--- src/rtl/mux8_rr_arbiter.sv ---
// Eight-way round-robin arbiter with hold-time limit, driving a shared serial mux.
// One grant at a time; each release is followed by one idle cycle and advances the pointer past the last owner.
module mux8_rr_arbiter #(
    parameter int unsigned MAX_HOLD = 16
) (
    input  logic       clk,
    input  logic       rst,
    input  logic [7:0] req,
    input  logic       done,
    input  logic [7:0] d,
    output logic [2:0] sel,
    output logic [7:0] gnt,
    output logic       y,
    output logic       busy,
    output logic       timeout
);

    typedef enum logic {
        IDLE,
        GRANT
    } state_t;

    localparam logic [7:0] HOLD_LAST = 8'(MAX_HOLD - 1);

    state_t     state, state_nxt;
    logic [2:0] ptr, ptr_nxt, sel_nxt, pick;
    logic [7:0] gnt_nxt, hold, hold_nxt;
    logic       timeout_nxt, found, at_limit, release_now;

    // First requester at or after ptr, wrapping modulo 8.
    always_comb begin
        pick  = '0;
        found = 1'b0;
        for (int unsigned i = 0; i < 8; i++) begin
            if (!found && req[ptr + 3'(i)]) begin
                pick  = ptr + 3'(i);
                found = 1'b1;
            end
        end
    end

    assign at_limit    = (hold == HOLD_LAST);
    assign release_now = done | ~req[sel] | at_limit;

    always_comb begin
        state_nxt   = state;
        ptr_nxt     = ptr;
        sel_nxt     = sel;
        gnt_nxt     = gnt;
        hold_nxt    = hold;
        timeout_nxt = 1'b0;
        case (state)
            IDLE: begin
                gnt_nxt = '0;
                if (found) begin
                    state_nxt = GRANT;
                    sel_nxt   = pick;
                    gnt_nxt   = 8'd1 << pick;
                    hold_nxt  = '0;
                end
            end
            GRANT: begin
                if (release_now) begin
                    state_nxt   = IDLE;
                    gnt_nxt     = '0;
                    ptr_nxt     = sel + 3'd1;
                    hold_nxt    = '0;
                    // Only a release forced purely by the hold limit counts as a timeout.
                    timeout_nxt = at_limit & ~done & req[sel];
                end else begin
                    hold_nxt = hold + 8'd1;
                end
            end
            default: state_nxt = IDLE;
        endcase
    end

    always_ff @(posedge clk or posedge rst) begin
        if (rst) begin
            state   <= IDLE;
            ptr     <= '0;
            sel     <= '0;
            gnt     <= '0;
            hold    <= '0;
            timeout <= 1'b0;
        end else begin
            state   <= state_nxt;
            ptr     <= ptr_nxt;
            sel     <= sel_nxt;
            gnt     <= gnt_nxt;
            hold    <= hold_nxt;
            timeout <= timeout_nxt;
        end
    end

    assign busy = (state == GRANT);
    assign y    = busy & d[sel];

endmodule

--- config.mk ---
export PLATFORM = sky130hd
export DESIGN_NAME = mux8_rr_arbiter
export DESIGN_NICKNAME = d
export VERILOG_FILES = /design/src/rtl/mux8_rr_arbiter.sv
export SDC_FILE = /design/constraint.sdc
export NUM_CORES = 1
export LEC_CHECK = 0
export ABC_AREA = 1
export BUFFER_PORTS_ARGS = -buffer_cell sky130_fd_sc_hd__buf_2
export CAP_MARGIN = 20
export CORE_MARGIN = 1
export CORE_UTILIZATION = 52
export DETAILED_ROUTE_END_ITERATION = 16
export GPL_ROUTABILITY_DRIVEN = 0
export PLACE_DENSITY = 0.89
export SYNTH_ARGS = -nofsm -noshare
export SYNTH_HDL_FRONTEND = slang
export SYNTH_SLANG_ARGS = --single-unit
--- constraint.sdc ---
create_clock -name clk -period 2.48 [get_ports clk]
set_input_delay 0.248 -clock clk [delete_from_list [all_inputs] [get_ports clk]]
set_output_delay 0.248 -clock clk [all_outputs]
set_load 0.05 [all_outputs]
### Word-level counts from Yosys, hierarchy flattened

Cells that the tools add are included.

| word-level totals | value |
|---|---|
| bits in latches | 0 |
| bits of input ports | 19 |
| flip-flop bits (word level) | 24 |
| output and inout port bits | 14 |
| memories | 0 |
| memory bits (writable) | 0 |
| ROM bits | 0 |
| logic and storage cells | 99 |

| operators by class | value |
|---|---|
| add/subtract/negate cells | 9 |
| reductions and logical operators | 16 |
| shifts and indexed selects | 1 |
| equality and inequality tests | 3 |
| div/mod/pow operators | 0 |
| magnitude comparators | 9 |
| bitwise operators | 8 |
| mux-type cells | 47 |
| multiply operators | 0 |

Operators with widths:

| kind | number |
|---|---|
| $lt 3x4->1 const B | 9 |
| $mux 8 | 4 |
| $pmux 8 s2 | 2 |
| $bmux 1 s3 | 10 |
| $mux 3 | 8 |
| $mux 1 | 22 |
| $add 3x3->3 const B | 4 |
| $add 8x1->8 const B | 1 |
| $eq 8x4->1 const B | 1 |
| $shl 1x3->8 const A | 1 |
| $logic_and 1x1->1 | 7 |
| $logic_not 1->1 | 7 |
| $add 3x1->3 const B | 2 |
| $add 3x2->3 const B | 2 |
| $reduce_and 2->1 | 2 |
| $and 1x1->1 | 3 |
| $not 1->1 | 3 |
| $ne 2x1->1 const B | 1 |
| $ne 2x2->1 const B | 1 |
| $or 1x1->1 | 2 |
| $pmux 1 s2 | 1 |

### Logic depth before layout (Yosys ltp)

| logic depth | value |
|---|---|
| depth after elaboration | 27 |
| depth in mapped cells | 21 |
| gate-level depth less buffers | 19 |

### Worst setup path before layout

Ideal clock, no wire load.

| timing | value |
|---|---|
| path kind | flip-flop to flip-flop |
| from | register ptr[0] |
| to | register gnt[4] |
| cell stages (with the launch flop) | 19 |
| setup time | 0.118 ns |
| buffers on the path | 2 |
| arrival | 2.290 ns |
| period minus slack after synthesis | 2.408 ns |
| slack | 0.072 ns |
| data required time | 2.362 ns |
| cells stage by stage | dfrtp_1 > buf_6 > inv_4 > buf_12 > ha_1 > inv_1 > nand3_2 > nand3_2 > nand2_2 > nor2_8 > nand4_4 > nor2_4 > nand3_1 > nand2_1 > inv_2 > nand2_2 > inv_2 > nand2_1 > nand2_1 |

| between the ends | value |
|---|---|
| word-level cells in the longest chain between the ends | 27 |
| elaborated cells on any way between the ends | 56 |
| classes of those cells | add/sub (7); shift (1); mux (34); reduce/logical (14) |

Ends and longest elaborated chain:

| what | RTL line | RTL |
|---|---|---|
| start: declaration | 26 | `logic [2:0] ptr, ptr_nxt, sel_nxt, pick;` |
| start signal: assignment | 88 | `ptr <= ptr_nxt;` |
| parallel branches: the longest is 25 deep, another holds $add 3x1->3 | n/a |  |
| $mux 8 (*) | 55 | `if (found) begin` |
| $pmux 8 s2 (*) | 52 | `case (state)` |
| end signal: assignment | 90 | `gnt <= gnt_nxt;` |
| end: declaration | 12 | `output logic [7:0] gnt,` |

Every way passes the cells marked *. The select of a mux whose other input is x is not followed.
A chain may end at the register's enable or synchronous reset.

### Final worst setup path

| timing | value |
|---|---|
| from | register sel[0] |
| to | register hold[1] |

| between the ends | value |
|---|---|
| word-level cells in the longest chain between the ends | 7 |

Ends and longest elaborated chain:

| what | RTL line | RTL |
|---|---|---|
| start: declaration | 11 | `output logic [2:0] sel,` |
| start signal: assignment | 89 | `sel <= sel_nxt;` |
| $bmux 1 s3 | 43 | `assign release_now = done \| ~req[sel] \| at_limit;` |
| $mux 1 (implied by the code) | 43 |  |
| $not 1->1 | 43 |  |
| $or 1x1->1 (2 in series) | 43 |  |
| $mux 8 | 63 | `if (release_now) begin` |
| $pmux 8 s2 | 52 |  |
| end signal: assignment | 91 | `hold <= hold_nxt;` |
| end: declaration | 27 | `logic [7:0] gnt_nxt, hold, hold_nxt;` |

No other way between the ends. The select of a mux whose other input is x is not followed.

==> run metrics <==
starting density of the core=56.1%; Clock transition at path regs=0.09 ns; total of warnings raised by yosys=0; Crit path arrival time=2.47 ns; area delta synth->final=14.7%; status=finished, final reports clean; syn avg cell area=7.22 sq um; final hold viol count=0; Hold Path Class=input port to asynchronous set/reset pin; chip height=66.0 um; total global-route track usage=25.9%; Synth Register Bits=24; total gr overflow=0; clock root buffer=clkbuf_8; Die X=66.0 um; crit path time final=2.28 ns; ANT cells=0; RSZ-0062 raised after global routing=no; Synth Cell Area=2130 sq um; first-pass GRT wire length=8740 um; I/O pin count=33; Syn Nets=318; final count of negative-setup-slack endpoints=0; worst clock skew=0.00259 ns; H-tree Lvls=1; Final Max Tran Viols=0; core area=3800 sq um; startpoint types=register; Worst Tran Pin Value=0.899 ns; Clock Path Buffers=2; Max Cap Violations=0; fraction of layout cells with a size suffix above 1=29.5%; vias in the first global route=2,042; Yosys top cell by area=dfrtp_1; Mapped Cells=295; die area=4360 sq um; fin nets=356; Slew HR=40.0%; Clk Latency, worst-skew pair=0.27 ns; Routed WL per cell=13.8 um; Critical Path End Type=register; Crit Path Max Fanout=9; Final ANT Viol Nets=0; share of the synthesized area in the top cell type=28.2%; via count=2,078; row cnt=22; top cells by area, synth=dfrtp_1 28%, nand2_1 12%, nand3_2 8.0%; Seq/Total Area, Yosys=28.2%; crit share post-route=92.0%; largest net degree at the start of global routing=25; total wire length=5260 um; post-CTS setup repair buffer count=0; Clock Sinks=24; Critical Path RT=2.67 ns; Port Buffers=32; initial DRC count=118; Max Clk Rate=438 MHz; DRC=0; DPL Wire Length=3980 um; critical path class=register to register; CTS tree=built; CTS buffer count=3; drt pass-1 iters=4; Yosys cell types=34; vias per std cell=5.47; TNS Setup=0 ns; antenna violations before repair=0
==> critical path: stages, from the launching register on <==
cell	delay (ns)
dfrtp_1	0.44
inv_1	0.22
nor2_1	0.07
o22ai_1	0.17
nor2_1	0.06
a311oi_1	0.48
nand2_1	0.15
inv_1	0.10
nand2_1	0.17
inv_1	0.20
nand2_1	0.07
o21ai_0	0.08
==> cell usage in the layout, fill, tap and decap left out, drive strengths merged, types with 5 or more instances in the layout <==
master,Yosys,layout
inv,40,40
o21ai,25,25
dfrtp,24,24
nand4,6,6
o21bai,5,5
nor2,37,37
nand3,45,45
xor2,6,6
buf,5,39
nand2,81,81
==> sequential cells by signal (all words and copies together) (netlist names) <==
signal and cells:
gnt 8, hold 8, ptr 3, sel 3, busy 1, timeout 1
==> repair_timing <==
action	CTS	global route
hold buffers	0	0
resized for setup	0	7
setup endpoints to repair	0	13
endpoints found under the hold margin	0	0
==> path summary, 6_finish.rpt <==
path,startpoint,end,slack [ns],cells past startpoint
max,sel[0],hold[1],0.20,11
min,rst,hold[5],0.16,2
max reg2reg,sel[0],hold[1],0.20,11
min reg2reg,gnt[1],gnt[1],0.49,2
max in group asynchronous,rst,ptr[0],1.77,2
min in group clk,done,timeout,0.27,4
==> cells in the mapped netlist, drive strengths merged <==
cell	n
a21oi	3
a311oi	1
a31oi	1
buf	5
clkbuf	1
dfrtp	24
ha	4
inv	40
nand2	81
nand3	45
nand4	6
nor2	37
nor3	1
nor4	3
o21ai	25
o21bai	5
o22ai	3
xnor2	4
xor2	6
==> logic make-up after synthesis <==
group | Yosys count | synth area share [%]
simple gates | 173 | 44.1
buf+inv | 46 | 9.75
fa+ha+maj | 4 | 2.35
xor+xnor | 10 | 5.34
compound gates | 38 | 10.3
flops | 24 | 28.2
==> per-stage QoR <==
| step | std cells | hold WS (ns) | util [%] | setup slack (ns) | instance area (sq um) |
|---|---|---|---|---|---|
| after detailed placement | 376 | 0.473 | 61.8 | 0.106 | 2350 |
| after global placement | 376 | 0.461 | 61.8 | 0.191 | 2350 |
| after floorplan | 295 | 0.263 | - | 0.0719 | 2130 |
| final | 380 | 0.157 | 64.4 | 0.198 | 2440 |
| after global routing | 380 | 0.243 | 64.4 | 0.00846 | 2440 |
| after CTS | 380 | 0.188 | 63.7 | 0.0811 | 2420 |
==> layer usage <==
layer | up-vias | share of wire (%) | global-route usage (%)
li1 | 1033 | - | -
met1 | 960 | 44 | 32.9
met2 | 72 | 49 | 43.9
met3 | 13 | 4.5 | 2.76
met4 | 0 | 2.9 | 12.0
met5 | - | 0 | 0
==> layout make-up <==
class / instances / area [sq um]
Inverter: 40 / 155
Clock inverter: 1 / 30.0
Sequential cell: 24 / 601
Multi-Input combinational cell: 225 / 1350
Clock buffer: 3 / 41.3
Fill cell: 317 / 1350
Timing Repair Buffer: 39 / 213
Tap cell: 48 / 60.1
Power is left out: the tool's default activity adds up to more than one toggle a clock period on the data nets, which glitch-free logic cannot reach.
